===== config.mk =====
export PLATFORM = sky130hd
export DESIGN_NAME = uart_port_flat
export DESIGN_NICKNAME = d
export VERILOG_FILES = /design/src/rtl/uart_port_if.sv /design/src/rtl/uart_port.sv /design/src/flat_wrapper.sv
export SDC_FILE = /design/constraint.sdc
export NUM_CORES = 1
export LEC_CHECK = 0
export BUFFER_PORTS_ARGS = -buffer_cell sky130_fd_sc_hd__buf_2
export CORE_MARGIN = 3
export CORE_UTILIZATION = 55
export CTS_CLUSTER_DIAMETER = 200
export CTS_CLUSTER_SIZE = 10
export DETAILED_ROUTE_END_ITERATION = 10
export PLACE_DENSITY = 0.83
export SYNTH_ARGS = -nofsm -noshare
export SYNTH_HDL_FRONTEND = slang
export SYNTH_SLANG_ARGS = --single-unit

===== constraint.sdc =====
create_clock -name clk -period 4.9 [get_ports clk]
set_input_delay 0.735 -clock clk [delete_from_list [all_inputs] [get_ports clk]]
set_output_delay 0.735 -clock clk [all_outputs]
set_load 0.02 [all_outputs]

===== src/rtl/uart_port_if.sv =====
// Bus-side interface of the UART responder: the CPU data-bus valid/ready channel.
// Handshake: the initiator raises uart_valid with addr/wdata/wstrb stable and holds it until it
// sees uart_ready=1; the responder pulses uart_ready for exactly one cycle, with uart_rdata valid
// only in that cycle. uart_wstrb!=0 marks a write, uart_wstrb==0 a read.
interface uart_port_if;
  logic        uart_valid;
  logic        uart_instr;
  logic [31:0] uart_addr;
  logic [31:0] uart_wdata;
  logic [3:0]  uart_wstrb;
  logic [31:0] uart_rdata;
  logic        uart_ready;

  modport master (
    output uart_valid, uart_instr, uart_addr, uart_wdata, uart_wstrb,
    input  uart_rdata, uart_ready
  );

  modport slave (
    input  uart_valid, uart_instr, uart_addr, uart_wdata, uart_wstrb,
    output uart_rdata, uart_ready
  );
endinterface


===== src/rtl/uart_port.sv =====
// Memory-mapped 8N1 UART: TXDATA/STATUS/RXDATA/DIV registers, TX FIFO and serialiser.
// The receiver (synchroniser, RX FSM, rx flags, interrupt) is built only when UART_RX_EN is defined.
module uart_port #(
  parameter int CLK_DIV  = 868,
  parameter int TX_DEPTH = 4
) (
  input  logic       clk,
  input  logic       rst,
  uart_port_if.slave bus,
  output logic       uart_tx,
  input  logic       uart_rx,
  output logic       uart_irpt,
  output logic [1:0] o_tx_state,
  output logic [1:0] o_rx_state
);

  localparam int          AW       = (TX_DEPTH > 1) ? $clog2(TX_DEPTH) : 1;
  localparam logic [AW:0] FULL_CNT = (AW + 1)'(TX_DEPTH);
  localparam logic [15:0] DIV_RST  = 16'(CLK_DIV);

  typedef enum logic [1:0] {
    S_IDLE  = 2'd0,
    S_START = 2'd1,
    S_DATA  = 2'd2,
    S_STOP  = 2'd3
  } ser_state_t;

  logic        r_ready;
  logic [31:0] r_rdata;
  logic [15:0] r_div;
  logic        r_tx_ovf;

  logic [7:0]    r_fifo [TX_DEPTH];
  logic [AW-1:0] r_wptr, r_rptr;
  logic [AW:0]   r_count;

  ser_state_t  r_tx_state, w_tx_state_nxt;
  logic [15:0] r_tx_cnt, r_tx_div;
  logic [2:0]  r_tx_bit;
  logic [7:0]  r_tx_sh;

  logic        w_accept, w_write, w_clr;
  logic        w_push_req, w_push, w_full, w_empty;
  logic        w_tx_pop, w_tx_cnt_end;
  logic [1:0]  w_reg;
  logic [15:0] w_div_new;
  logic [31:0] w_status, w_rd_val;
  logic        w_rx_valid, w_rx_ovr, w_rx_ferr;
  logic [7:0]  w_rx_byte;
  logic        w_unused;

  // A request is taken only while ready is low, so a held valid is accepted exactly once.
  assign w_accept   = bus.uart_valid && !r_ready;
  assign w_write    = |bus.uart_wstrb;
  assign w_reg      = bus.uart_addr[3:2];
  assign w_clr      = w_accept && w_write && (w_reg == 2'd1);
  assign w_push_req = w_accept && w_write && (w_reg == 2'd0) && bus.uart_wstrb[0];
  assign w_full     = (r_count == FULL_CNT);
  assign w_empty    = (r_count == '0);
  assign w_push     = w_push_req && !w_full;

  assign bus.uart_ready = r_ready;
  assign bus.uart_rdata = r_rdata;
  assign o_tx_state     = r_tx_state;
  assign w_unused       = ^{bus.uart_instr, bus.uart_addr[31:4], bus.uart_addr[1:0],
                            bus.uart_wdata[31:16]};

  always_comb begin
    w_div_new = r_div;
    if (bus.uart_wstrb[0]) w_div_new[7:0]  = bus.uart_wdata[7:0];
    if (bus.uart_wstrb[1]) w_div_new[15:8] = bus.uart_wdata[15:8];
    if (w_div_new < 16'd2) w_div_new = 16'd2;
  end

  assign w_status = {26'd0, w_rx_ferr, w_rx_ovr, r_tx_ovf, w_rx_valid,
                     w_empty && (r_tx_state == S_IDLE), w_full};

  always_comb begin
    w_rd_val = 32'd0;
    case (w_reg)
      2'd1:    w_rd_val = w_status;
      2'd2:    w_rd_val = {w_rx_valid, 23'd0, w_rx_byte};
      2'd3:    w_rd_val = {16'd0, r_div};
      default: w_rd_val = 32'd0;
    endcase
  end

  always_ff @(posedge clk) begin
    if (!rst) begin
      r_ready  <= 1'b0;
      r_rdata  <= 32'd0;
      r_div    <= DIV_RST;
      r_tx_ovf <= 1'b0;
    end else begin
      r_ready <= w_accept;
      r_rdata <= (w_accept && !w_write) ? w_rd_val : 32'd0;
      if (w_accept && w_write && (w_reg == 2'd3)) r_div <= w_div_new;
      if (w_push_req && w_full)                r_tx_ovf <= 1'b1;
      else if (w_clr && bus.uart_wdata[3])     r_tx_ovf <= 1'b0;
    end
  end

  always_ff @(posedge clk) begin
    if (w_push) r_fifo[r_wptr] <= bus.uart_wdata[7:0];
  end

  always_ff @(posedge clk) begin
    if (!rst) begin
      r_wptr  <= '0;
      r_rptr  <= '0;
      r_count <= '0;
    end else begin
      if (w_push)   r_wptr <= r_wptr + 1'b1;
      if (w_tx_pop) r_rptr <= r_rptr + 1'b1;
      case ({w_push, w_tx_pop})
        2'b10:   r_count <= r_count + 1'b1;
        2'b01:   r_count <= r_count - 1'b1;
        default: r_count <= r_count;
      endcase
    end
  end

  assign w_tx_cnt_end = (r_tx_cnt == r_tx_div - 16'd1);

  // STOP may chain straight into the next START so queued bytes leave without a gap.
  always_comb begin
    w_tx_state_nxt = r_tx_state;
    w_tx_pop       = 1'b0;
    case (r_tx_state)
      S_IDLE: begin
        if (!w_empty) begin
          w_tx_pop       = 1'b1;
          w_tx_state_nxt = S_START;
        end
      end
      S_START: if (w_tx_cnt_end) w_tx_state_nxt = S_DATA;
      S_DATA:  if (w_tx_cnt_end && (r_tx_bit == 3'd7)) w_tx_state_nxt = S_STOP;
      S_STOP: begin
        if (w_tx_cnt_end) begin
          if (!w_empty) begin
            w_tx_pop       = 1'b1;
            w_tx_state_nxt = S_START;
          end else begin
            w_tx_state_nxt = S_IDLE;
          end
        end
      end
      default: w_tx_state_nxt = S_IDLE;
    endcase
  end

  always_ff @(posedge clk) begin
    if (!rst) begin
      r_tx_state <= S_IDLE;
      r_tx_cnt   <= 16'd0;
      r_tx_div   <= DIV_RST;
      r_tx_bit   <= 3'd0;
      r_tx_sh    <= 8'hFF;
    end else begin
      r_tx_state <= w_tx_state_nxt;
      if (w_tx_pop) begin
        r_tx_sh  <= r_fifo[r_rptr];
        r_tx_div <= r_div;
        r_tx_cnt <= 16'd0;
        r_tx_bit <= 3'd0;
      end else if (r_tx_state != S_IDLE) begin
        if (w_tx_cnt_end) begin
          r_tx_cnt <= 16'd0;
          if (r_tx_state == S_DATA) begin
            r_tx_sh  <= {1'b1, r_tx_sh[7:1]};
            r_tx_bit <= r_tx_bit + 3'd1;
          end
        end else begin
          r_tx_cnt <= r_tx_cnt + 16'd1;
        end
      end
    end
  end

  always_comb begin
    uart_tx = 1'b1;
    case (r_tx_state)
      S_START: uart_tx = 1'b0;
      S_DATA:  uart_tx = r_tx_sh[0];
      default: uart_tx = 1'b1;
    endcase
  end

`ifdef UART_RX_EN
  logic        r_rx_s1, r_rx_s2, r_rx_s3;
  ser_state_t  r_rx_state, w_rx_state_nxt;
  logic [15:0] r_rx_cnt, r_rx_div;
  logic [15:0] w_rx_target;
  logic [2:0]  r_rx_bit;
  logic [7:0]  r_rx_sh, r_rx_byte;
  logic        r_rx_valid, r_rx_ovr, r_rx_ferr;
  logic        w_rx_end, w_rx_done, w_rx_bad_stop, w_rd_rxdata;

  assign w_rx_target   = (r_rx_state == S_START) ? ((r_rx_div >> 1) - 16'd1) : (r_rx_div - 16'd1);
  assign w_rx_end      = (r_rx_cnt == w_rx_target);
  assign w_rx_done     = (r_rx_state == S_STOP) && w_rx_end && r_rx_s2;
  assign w_rx_bad_stop = (r_rx_state == S_STOP) && w_rx_end && !r_rx_s2;
  assign w_rd_rxdata   = w_accept && !w_write && (w_reg == 2'd2);

  always_comb begin
    w_rx_state_nxt = r_rx_state;
    case (r_rx_state)
      S_IDLE:  if (r_rx_s3 && !r_rx_s2) w_rx_state_nxt = S_START;
      S_START: if (w_rx_end) w_rx_state_nxt = r_rx_s2 ? S_IDLE : S_DATA;
      S_DATA:  if (w_rx_end && (r_rx_bit == 3'd7)) w_rx_state_nxt = S_STOP;
      S_STOP:  if (w_rx_end) w_rx_state_nxt = S_IDLE;
      default: w_rx_state_nxt = S_IDLE;
    endcase
  end

  always_ff @(posedge clk) begin
    if (!rst) begin
      r_rx_s1    <= 1'b1;
      r_rx_s2    <= 1'b1;
      r_rx_s3    <= 1'b1;
      r_rx_state <= S_IDLE;
      r_rx_cnt   <= 16'd0;
      r_rx_div   <= DIV_RST;
      r_rx_bit   <= 3'd0;
      r_rx_sh    <= 8'd0;
    end else begin
      r_rx_s1    <= uart_rx;
      r_rx_s2    <= r_rx_s1;
      r_rx_s3    <= r_rx_s2;
      r_rx_state <= w_rx_state_nxt;
      if (r_rx_state == S_IDLE) begin
        r_rx_cnt <= 16'd0;
        r_rx_bit <= 3'd0;
        r_rx_div <= r_div;
      end else if (w_rx_end) begin
        r_rx_cnt <= 16'd0;
        if (r_rx_state == S_DATA) begin
          r_rx_sh  <= {r_rx_s2, r_rx_sh[7:1]};
          r_rx_bit <= r_rx_bit + 3'd1;
        end
      end else begin
        r_rx_cnt <= r_rx_cnt + 16'd1;
      end
    end
  end

  // Completion beats a same-cycle RXDATA read or clear-write; a read in that cycle forgives the overrun.
  always_ff @(posedge clk) begin
    if (!rst) begin
      r_rx_byte  <= 8'd0;
      r_rx_valid <= 1'b0;
      r_rx_ovr   <= 1'b0;
      r_rx_ferr  <= 1'b0;
    end else begin
      if (w_rx_done) begin
        r_rx_byte  <= r_rx_sh;
        r_rx_valid <= 1'b1;
      end else if (w_rd_rxdata) begin
        r_rx_valid <= 1'b0;
      end
      if (w_rx_done && r_rx_valid && !w_rd_rxdata) r_rx_ovr <= 1'b1;
      else if (w_clr && bus.uart_wdata[4])         r_rx_ovr <= 1'b0;
      if (w_rx_bad_stop)                           r_rx_ferr <= 1'b1;
      else if (w_clr && bus.uart_wdata[5])         r_rx_ferr <= 1'b0;
    end
  end

  assign w_rx_valid = r_rx_valid;
  assign w_rx_ovr   = r_rx_ovr;
  assign w_rx_ferr  = r_rx_ferr;
  assign w_rx_byte  = r_rx_byte;
  assign uart_irpt  = r_rx_valid;
  assign o_rx_state = r_rx_state;
`else
  logic w_unused_rx;

  assign w_rx_valid  = 1'b0;
  assign w_rx_ovr    = 1'b0;
  assign w_rx_ferr   = 1'b0;
  assign w_rx_byte   = 8'd0;
  assign uart_irpt   = 1'b0;
  assign o_rx_state  = 2'd0;
  assign w_unused_rx = uart_rx;
`endif

endmodule


===== src/flat_wrapper.sv =====
// flat-port wrapper written by rule: the top's interface ports become plain ports
module uart_port_flat 
#(
  parameter int CLK_DIV  = 868,
  parameter int TX_DEPTH = 4
)
  (clk, rst, uart_tx, uart_rx, uart_irpt, o_tx_state, o_rx_state, bus_uart_valid, bus_uart_instr, bus_uart_addr, bus_uart_wdata, bus_uart_wstrb, bus_uart_rdata, bus_uart_ready);
  uart_port_if bus_i ();
  input  logic clk;
  input  logic rst;
  output logic uart_tx;
  input  logic uart_rx;
  output logic uart_irpt;
  output logic [1:0] o_tx_state;
  output logic [1:0] o_rx_state;
  input wire logic [$bits(bus_i.uart_valid)-1:0] bus_uart_valid;
  input wire logic [$bits(bus_i.uart_instr)-1:0] bus_uart_instr;
  input wire logic [$bits(bus_i.uart_addr)-1:0] bus_uart_addr;
  input wire logic [$bits(bus_i.uart_wdata)-1:0] bus_uart_wdata;
  input wire logic [$bits(bus_i.uart_wstrb)-1:0] bus_uart_wstrb;
  output wire logic [$bits(bus_i.uart_rdata)-1:0] bus_uart_rdata;
  output wire logic [$bits(bus_i.uart_ready)-1:0] bus_uart_ready;
  assign bus_i.uart_valid = bus_uart_valid;
  assign bus_i.uart_instr = bus_uart_instr;
  assign bus_i.uart_addr = bus_uart_addr;
  assign bus_i.uart_wdata = bus_uart_wdata;
  assign bus_i.uart_wstrb = bus_uart_wstrb;
  assign bus_uart_rdata = bus_i.uart_rdata;
  assign bus_uart_ready = bus_i.uart_ready;
  uart_port #(.CLK_DIV(CLK_DIV), .TX_DEPTH(TX_DEPTH)) u_core (.clk(clk), .rst(rst), .bus(bus_i), .uart_tx(uart_tx), .uart_rx(uart_rx), .uart_irpt(uart_irpt), .o_tx_state(o_tx_state), .o_rx_state(o_rx_state));
endmodule

# After elaboration in Yosys (flattened, before gate mapping)
# Memory sizes are Yosys's and may differ from the RTL's. A register that Yosys moved wholly into a read port is not among the register bits.
# Cells that the tools add are included.
totals:
  elab_cells: 92
  reg_bits: 102
  memories: 1
  out_inout_bits: 39
  ram_bits: 32
  latchBits: 0
  inputBits: 73
  romBits: 0
classes:
  n_bitwise: 1
  mux: 26
  mul: 0
  add_sub_neg: 7
  div_mod_pow: 0
  shifts: 0
  n_reduce_logical: 30
  order_cmp: 1
  n_eq_ne: 14
mem_list:
  columns: ["name", "depth", "width", "rd", "rd_clocked_by_memory_dff", "wr", "line_no", "rtl"]
  rows:
  - ["u_core.r_fifo", 4, 8, 1, 1, 1, "uart_port.sv:33", "logic [7:0] r_fifo [TX_DEPTH];"]
op_table:
  columns: ["operator", "n"]
  rows:
  - ["$mux W8", 6]
  - ["$mux W16", 2]
  - ["$pmux W16 S2", 1]
  - ["$add A16 B1 Y16 const B", 1]
  - ["$eq A16 B16 Y1", 1]
  - ["$lt A16 B2 Y1 const B", 1]
  - ["$sub A16 B1 Y16 const B", 1]
  - ["$logic_and A1 B1 Y1", 12]
  - ["$mux W2", 6]
  - ["$reduce_bool A2 Y1", 6]
  - ["$eq A2 B2 Y1 const B", 4]
  - ["$pmux W2 S4", 1]
  - ["$mux W1", 7]
  - ["$add A3 B1 Y3 const B", 2]
  - ["$eq A2 B1 Y1 const B", 3]
  - ["$eq A3 B3 Y1 const B", 2]
  - ["$ne A2 B1 Y1 const B", 3]
  - ["$pmux W3 S2", 1]
  - ["$reduce_and A3 Y1", 2]
  - ["$add A2 B1 Y2 const B", 2]
  - ["$logic_not A2 Y1", 2]
  - ["$pmux W1 S2", 2]
  - ["$reduce_and A4 Y1", 1]
  - ["$reduce_or A4 Y1", 1]
  - ["other kinds (7)", 9]

# Depth between registers and ports, before layout
# Gate-level depths: netlist of run 1.
logic_depth:
  depth_word: 8
  ltp_mapped: 17
  mapped_depth_nobuf: 15

# Worst setup path before layout of run 1
# OpenSTA, ideal clock, no wires.
synth_path:
  path_kind: "reg-to-reg"
  start: "register u_core.r_tx_div[0]"
  end: "register u_core.r_count[2]"
  t_arrival_ns: 3.578
  synth_period_minus_slack_ns: 3.648
  required_ns: 4.830
  n_path_buf: 2
  path_slack_ns: 1.252
  setup_ns: 0.070
  stages_incl_launch_ff: 18
  cell_sequence: "dfxtp_1 -> inv_1 -> ha_1 -> buf_2 -> nor4b_4 -> xnor2_1 -> a2111o_1 -> a22oi_1 -> and4_4 -> a41oi_1 -> buf_2 -> nor2_4 -> ha_1 -> inv_1 -> fa_1 -> xor2_1 -> or3_1 -> a21oi_1"
synth_between:
  elab_chain_cells: 6
  word_cells_on_any_way: 8
  classes_between: "1 x add/sub; 3 x eq/ne; 3 x mux; 1 x reduce/logical"
synth_rtl:
  columns: ["item", "line_no", "rtl"]
  rows:
  - ["start: declaration", "uart_port.sv:38", "logic [15:0] r_tx_cnt, r_tx_div;"]
  - ["start signal: assignment", "uart_port.sv:163", "r_tx_div <= r_div;"]
  - ["$sub A16 B1 Y16 *", "uart_port.sv:123", "assign w_tx_cnt_end = (r_tx_cnt == r_tx_div - 16'd1);"]
  - ["$eq A16 B16 Y1 *", "uart_port.sv:123", null]
  - ["$mux W1 *", "uart_port.sv:139", "if (w_tx_cnt_end) begin"]
  - ["$pmux W1 S2 *", "uart_port.sv:129", "case (r_tx_state)"]
  - ["$eq A2 B1 Y1 / $eq A2 B2 Y1 (equally long branches)", "uart_port.sv:115", "case ({w_push, w_tx_pop})"]
  - ["$pmux W3 S2 / $reduce_bool A2 Y1 (equally long branches)", null, null]
  - ["end signal: assignment", "uart_port.sv:116", "2'b10: r_count <= r_count + 1'b1;"]
  - ["end signal: assignment", "uart_port.sv:117", "2'b01: r_count <= r_count - 1'b1;"]
  - ["end signal: assignment", "uart_port.sv:118", "default: r_count <= r_count;"]
  - ["end: declaration", "uart_port.sv:35", "logic [AW:0] r_count;"]
# Mark *: on every way between the ends. The rest lies on a longest branch, timed or not.
# A chain may end at the register's enable or synchronous reset.

# Worst setup path in the final report of run 1
# Same ends and word-level chain as after synthesis.

==> results.json, run 1 <==
{
  "cts_hold_buf": 0,
  "grt_pass1_vias": 4125,
  "dpl_worst_slack_ns": 0.7743,
  "final_hold_viol_count": 0,
  "regArea_mm2": 0.002723,
  "insertion_delay_ns": 0.52,
  "rr_startpoint": "u_core.r_tx_div[0]$_SDFFE_PN0N_",
  "grt_max_degree": 31,
  "yosys.cell_types.count": 66,
  "overflow": 0,
  "clkTransAtPathRegs_ns": 0.06,
  "yosys_warnings": 0,
  "critPathArrivalTime_ns": 4.68,
  "drcViolationCount": 0,
  "yosysMostFrequentCell": "dfxtp_1",
  "fin_crit_sh_pct": 86.35,
  "post_cts.repair.setup_buffers": 0,
  "outcome": "finished clean",
  "synth_area_per_cell_um2": 10.11,
  "place_congestion": 0.8511,
  "ys_seq_area_share_pct": 47.40,
  "firstDrtPassIters": 5,
  "ys_top_cells_by_count": "dfxtp_1 (88), nor2_1 (56), nand3_1 (33), edfxtp_1 (32), mux2i_1 (28)",
  "rows": 36,
  "die_x_um": 108.2,
  "grt_pass1_wl_um": 20420,
  "area_growth_pct": 12.61,
  "synth_area_leaders": "dfxtp_1 (31%), edfxtp_1 (17%), mux2i_1 (4.9%)",
  "end_kind": "flip-flop",
  "setup_slack_ns": 0.6689,
  "multi_input_area_mm2": 0.002736,
  "min-delay-start": "bus_uart_wdata[9]",
  "antenna_found_initial": 0,
  "r2r_setup_slack_ns": 0.67,
  "die-area_mm2": 0.01171,
  "clockBufferDepth": 2,
  "final_nets": 692,
  "ant_nets": 0,
  "hold_path_class": "in2reg",
  "initial_core_util_pct": 57.70,
  "numPortBuffers": 44,
  "cts_max_level": 4,
  "rsz0062_at_grt": "no",
  "numCtsBuffers": 17,
  "synthArstFlopShare_pct": 0,
  "peakVddDrop_v": 0.0002824,
  "tightest_slew_ns": 0.8890,
  "ys_seq_elements": 120,
  "period_minus_slack_ns": 4.231,
  "core_area_mm2": 0.009955,
  "diodes": 0,
  "cp.required_ns": 5.35,
  "slew_headroom_pct": 40.74,
  "viasPerCell": 5.824,
  "fp.dieH_um": 108.2,
  "power_density_mw_per_mm2": 463.0,
  "io_pins": 112,
  "wl_um": 12320,
  "initialDrtViolationCount": 317,
  "num-fill-cells": 702,
  "whs_endpoint": "u_core.r_div[9]$_SDFFE_PN1P_",
  "critPathKind": "reg2reg",
  "clock-sinks": 120,
  "crit_fanout": 21,
  "synth-edff-count": 32,
  "rr_endpoint": "u_core.r_count[2]$_SDFFE_PN0P_",
  "setup_violations": 0,
  "synthFlopType": "dfxtp_1",
  "maxCapViolCount": 0,
  "skew_ns": 0.007903,
  "power.leakage_nw": 2.519,
  "num_vias": 4368,
  "gr-usage-all-layers_pct": 22.23,
  "synth_top_area_share_pct": 30.67,
  "hold_slack_ns": 0.4526,
  "maxSlewViolCount": 0,
  "cts_resized": 0,
  "dp_hpwl_um": 8389,
  "cts_tree": "yes",
  "final.setup.tns_ns": 0,
  "start_kind": "flip-flop",
  "clockRootBuffer": "clkbuf_8",
  "r2r_cells": 16,
  "max_freq_mhz": 236.3,
  "whs_path_depth": 3,
  "drive_gt1_share_pct": 16.05,
  "netlist_area_mm2": 0.005744,
  "synth_top_area_cell": "dfxtp_1",
  "wl_per_cell_um": 16.42,
  "synth_cells": 568
}
-- placed cells by master (no fill, tap or decap), types with 3 or more instances in the layout --
master	count
a21oi_1	23
a22oi_1	5
a31oi_1	7
and2_1	19
and3_1	6
buf_2	44
buf_4	3
clkbuf_16	16
clkinv_4	5
conb_1	19
dfxtp_1	88
edfxtp_1	32
ha_1	14
inv_1	16
inv_6	4
mux2i_1	28
mux4_2	8
nand2_1	25
nand2b_1	5
nand3_1	33
nand4_1	7
nor2_1	56
nor2b_1	3
nor3_1	11
nor4_1	8
nor4b_1	3
o211ai_1	4
o21ai_0	25
o21ai_1	4
o31ai_1	5
or2_2	3
or3_1	5
or4_1	3
xnor2_1	17
xor2_1	20
-- worst max path at each step --
stage | start | end | slack [ns]
after floorplan | u_core.r_tx_div[0]$_SDFFE_PN0N_ | u_core.r_count[2]$_SDFFE_PN0P_ | 1.25
after global placement | u_core.r_tx_div[0]$_SDFFE_PN0N_ | u_core.r_count[2]$_SDFFE_PN0P_ | 0.87
after detailed placement | u_core.r_tx_div[0]$_SDFFE_PN0N_ | u_core.r_count[2]$_SDFFE_PN0P_ | 0.77
after CTS | u_core.r_tx_div[0]$_SDFFE_PN0N_ | u_core.r_count[2]$_SDFFE_PN0P_ | 0.68
after global routing | u_core.r_tx_div[0]$_SDFFE_PN0N_ | u_core.r_count[2]$_SDFFE_PN0P_ | 0.41
final | u_core.r_tx_div[0]$_SDFFE_PN0N_ | u_core.r_count[2]$_SDFFE_PN0P_ | 0.67
-- sequential cells by signal, indices dropped and copies added, names as in the netlist, named ones only --
name and count:
u_core.r_tx_ovf 1, u_core.r_rptr 2, u_core.r_tx_sh 8, u_core.r_tx_div 16, u_core.r_tx_cnt 16, u_core.bus.uart_ready 1, u_core.r_fifo 32, u_core.r_tx_bit 3
u_core.r_div 16, u_core.bus.uart_rdata 16, u_core.r_count 3, u_core.o_tx_state 2, u_core.r_wptr 2
-- layout make-up --
cell class                      count  share of cell area, %
Multi-Input combinational cell    401                  42.30
Timing Repair Buffer               47                  3.752
Inverter                           17                 0.9865
Clock buffer                       18                  6.518
Clock inverter                     14                  1.779
Sequential cell                   120                  42.09
Tap cell                          133                  2.573
-- per-layer routing --
layer  vias up  wire, um  global-route usage, %
met5         -         0                      0
met4         0       297                  8.656
met3        33      1018                  5.612
met2       218      5777                  35.21
met1      2041      5225                  29.42
li1       2076         -                      -
-- metrics by stage --
stage | cells | power [mW] | utilization (%) | instance area (um^2)
2_1_floorplan | 586 | 1.762 | - | 5812
5_1_grt | 750 | 3.141 | 64.98 | 6469
6_report | 750 | 2.995 | 64.98 | 6469
3_5_place_dp | 718 | 1.885 | 59.59 | 5932
3_3_place_gp | 718 | 1.849 | 59.59 | 5932
4_1_cts | 750 | 3.005 | 64.98 | 6469
-- power breakdown --
| group | total (mW) | internal (mW) | switching [mW] |
|---|---|---|---|
| registers | 1.17 | 1.08 | 0.0824 |
| logic | 0.715 | 0.255 | 0.461 |
| clock network | 1.11 | 0.638 | 0.475 |
| total | 2.99 | 1.98 | 1.02 |
-- kinds of logic after synthesis --
logic type,synth area share [%]
and+or+nand+nor,18.60
muxes,8.016
adders and majority gates,3.398
DFF,47.40
AOI/OAI and AO/OA,10.32
xor gates and xnor gates,6.055
buffers and inverters,6.142
other,0.06528
-- worst max-delay path: stages, from the launching register on --
cell,delay (ns)
dfxtp_1,0.38
inv_1,0.09
ha_1,0.36
nor4b_4,0.41
nand4b_1,0.28
xnor2_1,0.19
o211a_1,0.23
a21oi_1,0.35
a41oi_1,0.17
buf_4,0.23
nor2_4,0.18
ha_1,0.23
inv_1,0.06
fa_1,0.38
xor2_1,0.17
or3_1,0.31
a21oi_1,0.14
No activity file was read; power rests on OpenSTA's default activity.
==> run 2, diff against run 1 <==
==> constraint.sdc (replaced) <==
create_clock -name clk -period 4.55 [get_ports clk]
set_input_delay 0.6825 -clock clk [delete_from_list [all_inputs] [get_ports clk]]
set_output_delay 0.6825 -clock clk [all_outputs]
set_load 0.02 [all_outputs]
==> results.json, run 2 (synthesized netlist as in run 1, its figures left out) <==
{
  "hold_path_class": "in2reg",
  "drive_gt1_share_pct": 16.16,
  "final_cell_mix": "dfxtp_1 (88), nor2_1 (56), buf_2 (44), nand3_1 (33), edfxtp_1 (32)",
  "initial_core_util_pct": 57.70,
  "drcViolationCount": 0,
  "route.met3.wl_um": 817,
  "slew_headroom_pct": 44.03,
  "clockRootBuffer": "clkbuf_8",
  "swShare_pct": 32.13,
  "dp_cells": 718,
  "initialDrtViolationCount": 262,
  "dpl_cell_area_mm2": 0.005932,
  "grt_pass1_vias": 4392,
  "power.share.sequential_pct": 37.3,
  "clock-sinks": 120,
  "final_common_cell": "dfxtp_1",
  "cp.required_ns": 4.99,
  "core_area_mm2": 0.009955,
  "maxSlewViolCount": 0,
  "peakVddDrop_v": 0.0004842,
  "grt_pass1_wl_um": 21400,
  "dp_hpwl_um": 8396,
  "place_congestion": 0.8600,
  "final.setup.tns_ns": 0,
  "p_int_mw": 2.292,
  "end_kind": "flip-flop",
  "wl_met2_um": 6374,
  "critPathArrivalTime_ns": 4.49,
  "wl_um": 12990,
  "total_power_mw": 3.377,
  "hold_slack_ns": 0.3955,
  "fin_crit_sh_pct": 89.10,
  "power.leakage_nw": 2.557,
  "met1_length_um": 5405,
  "top_layer": "met4",
  "cts_max_level": 4,
  "dpl_worst_slack_ns": 0.4530,
  "numCtsBuffers": 17,
  "die-area_mm2": 0.01171,
  "switchingPower_mw": 1.085,
  "fp.dieH_um": 108.2,
  "clockPowerShare_pct": 39.6,
  "setup_violations": 0,
  "outcome": "finished clean",
  "grt_max_degree": 31,
  "tightest_slew_ns": 0.8395,
  "rsz0062_at_grt": "no",
  "multi_input_area_mm2": 0.002736,
  "final_hold_viol_count": 0,
  "overflow": 0,
  "max_freq_mhz": 246.7,
  "r2r_cells": 15,
  "io_pins": 112,
  "rows": 36,
  "insertion_delay_ns": 0.52,
  "start_kind": "flip-flop",
  "period_minus_slack_ns": 4.054,
  "critPathKind": "reg2reg",
  "firstDrtPassIters": 5,
  "stdcell_area_mm2": 0.006556,
  "crit_fanout": 10,
  "viasPerCell": 5.914,
  "die_x_um": 108.2,
  "final_nets": 694,
  "setup_slack_ns": 0.4958,
  "ant_nets": 0,
  "cts_tree": "yes",
  "largest_register_ffs": 32,
  "power_density_mw_per_mm2": 515.1,
  "fin_util_pct": 65.86,
  "largest-register": "u_core.r_fifo",
  "whs_path_depth": 3,
  "clockBufferDepth": 2,
  "num_vias": 4447,
  "regArea_mm2": 0.002723,
  "pwr-share-comb_pct": 23.1,
  "wl_per_cell_um": 17.27,
  "antenna_found_initial": 0,
  "maxCapViolCount": 0,
  "diodes": 0,
  "numPortBuffers": 44,
  "stdcell_count": 752,
  "clkTransAtPathRegs_ns": 0.06,
  "skew_ns": 0.01217,
  "num-fill-cells": 712,
  "area_growth_pct": 14.14,
  "cts_hold_buf": 0,
  "gr-usage-all-layers_pct": 23.46
}
[run 2: cell count changes in the layout (fill, tap and decap cells not counted), moves of 2 or more]
cell,delta
buf_4,+2
clkbuf_16,+3
clkinv_4,-2
inv_4,-2
[run 2: metal layers]
metal | vias to the layer above | global-route usage (%)
li1 | 2078 | -
met1 | 2123 | 28.36
met2 | 208 | 39.79
met3 | 38 | 6.507
met4 | 0 | 9.197
met5 | - | 0
[run 2: worst paths after layout]
check | slack, ns | endpoint | startpoint
worst max-delay path | 0.50 | u_core.r_count[2]$_SDFFE_PN0P_ | u_core.r_tx_div[0]$_SDFFE_PN0N_
worst min-delay path | 0.40 | u_core.r_div[9]$_SDFFE_PN1P_ | bus_uart_wdata[9]
worst max register to register | 0.50 | u_core.r_count[2]$_SDFFE_PN0P_ | u_core.r_tx_div[0]$_SDFFE_PN0N_
worst min register to register | 0.49 | flip-flop | u_core.r_rptr[1]$_SDFFE_PN0N_
[run 2: power by group through the flow]
stage	Combinational (mW)	Clock, mW	Sequential [mW]
global route	0.862	1.39	1.27
CTS	0.764	1.34	1.26
global placement	0.717	0	1.27
floorplan	0.655	0	1.24
detailed placement	0.745	0	1.28
finish	0.779	1.34	1.26
[run 2: worst max-delay path, stage by stage, from the launching register on]
cell	delay, ns
dfxtp_1	0.38
inv_1	0.09
ha_1	0.38
nor4b_4	0.33
nand4b_1	0.27
nor4b_1	0.36
nor2_1	0.10
a21oi_1	0.35
a41oi_1	0.25
nor2_4	0.22
ha_1	0.21
inv_1	0.06
fa_1	0.37
xor2_1	0.17
or3_1	0.30
a21oi_1	0.14
[run 2: area by class of cell]
cell class,count,share of cell area [%]
multi-input combinational,401,41.74
timing repair buffer,49,3.931
sequential,120,41.53
clock buffer,22,7.729
clock inverter,10,1.565
inverter,17,0.9733
tap,133,2.538
[run 2: timing repair]
action	4_1_cts	5_1_grt
endpoints found under the hold margin	0	0
endpoints found under the setup margin	0	1
buffers inserted	0	2
gates resized for setup	0	0
==> run 3, diff against run 2 <==
--- a/config.mk
+++ b/config.mk
@@ -7,11 +7,12 @@
 export LEC_CHECK = 0
 export BUFFER_PORTS_ARGS = -buffer_cell sky130_fd_sc_hd__buf_2
 export CORE_MARGIN = 3
-export CORE_UTILIZATION = 55
+export CORE_UTILIZATION = 50
 export CTS_CLUSTER_DIAMETER = 200
 export CTS_CLUSTER_SIZE = 10
 export DETAILED_ROUTE_END_ITERATION = 10
-export PLACE_DENSITY = 0.83
+export PLACE_DENSITY = 0.79
+export SLEW_MARGIN = 10
 export SYNTH_ARGS = -nofsm -noshare
 export SYNTH_HDL_FRONTEND = slang
 export SYNTH_SLANG_ARGS = --single-unit
==> constraint.sdc (replaced) <==
create_clock -name clk -period 3.6 [get_ports clk]
set_input_delay 0.54 -clock clk [delete_from_list [all_inputs] [get_ports clk]]
set_output_delay 0.54 -clock clk [all_outputs]
set_load 0.02 [all_outputs]
==> results.json, run 3 (synthesized netlist as in run 1, its figures left out) <==
{
  "numCtsBuffers": 17,
  "max_freq_mhz": 281.5,
  "grt_pass1_vias": 4589,
  "rows": 38,
  "wl_per_cell_um": 17.67,
  "maxSlewViolCount": 0,
  "slew_headroom_pct": 39.27,
  "die-area_mm2": 0.01281,
  "tightest_slew_ns": 0.9110,
  "startpoint": "u_core.r_tx_div[6]$_SDFFE_PN1N_",
  "initial_core_util_pct": 52.08,
  "numPortBuffers": 44,
  "whs_path_depth": 3,
  "grt_pass1_wl_um": 21980,
  "period_minus_slack_ns": 3.552,
  "end_kind": "flip-flop",
  "overflow": 0,
  "clock-sinks": 120,
  "initialDrtViolationCount": 363,
  "largest-register": "u_core.r_fifo",
  "ant_nets": 0,
  "crit_fanout": 9,
  "setup_slack_ns": 0.04765,
  "dpl_cell_area_mm2": 0.006010,
  "num-fill-cells": 869,
  "fp.dieH_um": 113.2,
  "outcome": "finished clean",
  "power_density_mw_per_mm2": 649.5,
  "num_vias": 4547,
  "hold_path_class": "in2reg",
  "total_power_mw": 4.364,
  "dp_hpwl_um": 9114,
  "critPathKind": "reg2reg",
  "place_congestion": 0.8698,
  "die_x_um": 113.2,
  "grt_max_degree": 34,
  "cts_max_level": 4,
  "diodes": 0,
  "stdcell_area_mm2": 0.006720,
  "peakVddDrop_v": 0.0003693,
  "core_area_mm2": 0.01103,
  "skew_ns": 0.009049,
  "final_cell_mix": "dfxtp_1 (86), nor2_1 (55), buf_2 (44), nand3_1 (33), edfxtp_1 (32)",
  "antenna_found_initial": 0,
  "hold_slack_ns": 0.3624,
  "r2r_cells": 13,
  "clkTransAtPathRegs_ns": 0.06,
  "insertion_delay_ns": 0.42,
  "cp.required_ns": 3.94,
  "power.leakage_nw": 2.612,
  "clockRootBuffer": "clkbuf_16",
  "drcViolationCount": 0,
  "start_kind": "flip-flop",
  "firstDrtPassIters": 5,
  "critPathArrivalTime_ns": 3.90,
  "final_nets": 707,
  "final_hold_viol_count": 0,
  "drive_gt1_share_pct": 19.94,
  "rr_startpoint": "u_core.r_tx_div[6]$_SDFFE_PN1N_",
  "wl_um": 13640,
  "area_growth_pct": 16.99,
  "gr-usage-all-layers_pct": 21.55,
  "maxCapViolCount": 0,
  "dpl_worst_slack_ns": 0.05119,
  "io_pins": 112,
  "viasPerCell": 5.890,
  "min-delay-start": "bus_uart_wdata[8]",
  "setup_violations": 0,
  "largest_register_ffs": 32,
  "final_common_cell": "dfxtp_1",
  "clockBufferDepth": 2,
  "cts_hold_buf": 0,
  "cts_tree": "yes",
  "fin_crit_sh_pct": 98.68
}
-- run 3: changes by cell type in the layout (fill, tap and decap cells not counted), sizes merged --
cell      previous run  this run
buf                 49        62
clkinvlp             2         3
inv                 19        22
bufinv               1         2
clkinv               5         4
clkbuf              22        18
-- run 3: critical path, stage by stage (launching register included) --
cell and delay, ns:
dfxtp_1 0.41, or4_1 0.59, o31ai_1 0.28, xnor2_1 0.10
o2bb2ai_1 0.26, and4_4 0.32, a41oi_2 0.18, nor2_4 0.17
ha_4 0.15, inv_1 0.05, fa_2 0.34, xor2_1 0.17
or3_1 0.31, a21oi_1 0.15
-- run 3: where the power goes --
group | switching, mW | total (mW) | internal, mW
registers | 0.109 | 1.58 | 1.47
logic | 0.670 | 1.07 | 0.404
clock network | 0.668 | 1.71 | 1.04
-- run 3: through the flow --
stage               util, %  cells  setup TNS (ns)
floorplan                 -    586               0
global placement      54.48    734               0
detailed placement    54.48    734               0
CTS                   59.88    766               0
global route          60.92    772         -0.5151
finish                60.92    772               0
-- run 3: cell type report --
cell class                      count  area [um^2]  share of cell area, %
Clock buffer                       18        429.2                  6.386
Clock inverter                     14        166.4                  2.476
Inverter                           17        63.81                 0.9495
Multi-Input combinational cell    401         2803                  41.71
Sequential cell                   120         2728                  40.59
Tap cell                          140        175.2                  2.607
Timing Repair Buffer               62        355.3                  5.288
-- run 3: metal layers --
metal  up-vias  wire length [um]  track usage (%)
met2       237              6931            37.36
li1       2101                 -                -
met4         0               385            9.535
met5         -                 0                0
met3        45               992            5.080
met1      2164              5329            25.38
-- run 3: final timing paths --
| check | endpoint | slack (ns) |
|---|---|---|
| max reg2reg | u_core.r_count[2]$_SDFFE_PN0P_ | 0.05 |
| max | u_core.r_count[2]$_SDFFE_PN0P_ | 0.05 |
| min reg2reg | u_core.r_tx_div[15]$_SDFFE_PN0N_ | 0.50 |
| min | u_core.r_div[8]$_SDFFE_PN1P_ | 0.36 |
-- run 3: what timing repair did --
| item | CTS | global route |
|---|---|---|
| buffers inserted | 0 | 6 |
| gates resized for setup | 0 | 16 |
| endpoints found under the setup margin | 0 | 5 |
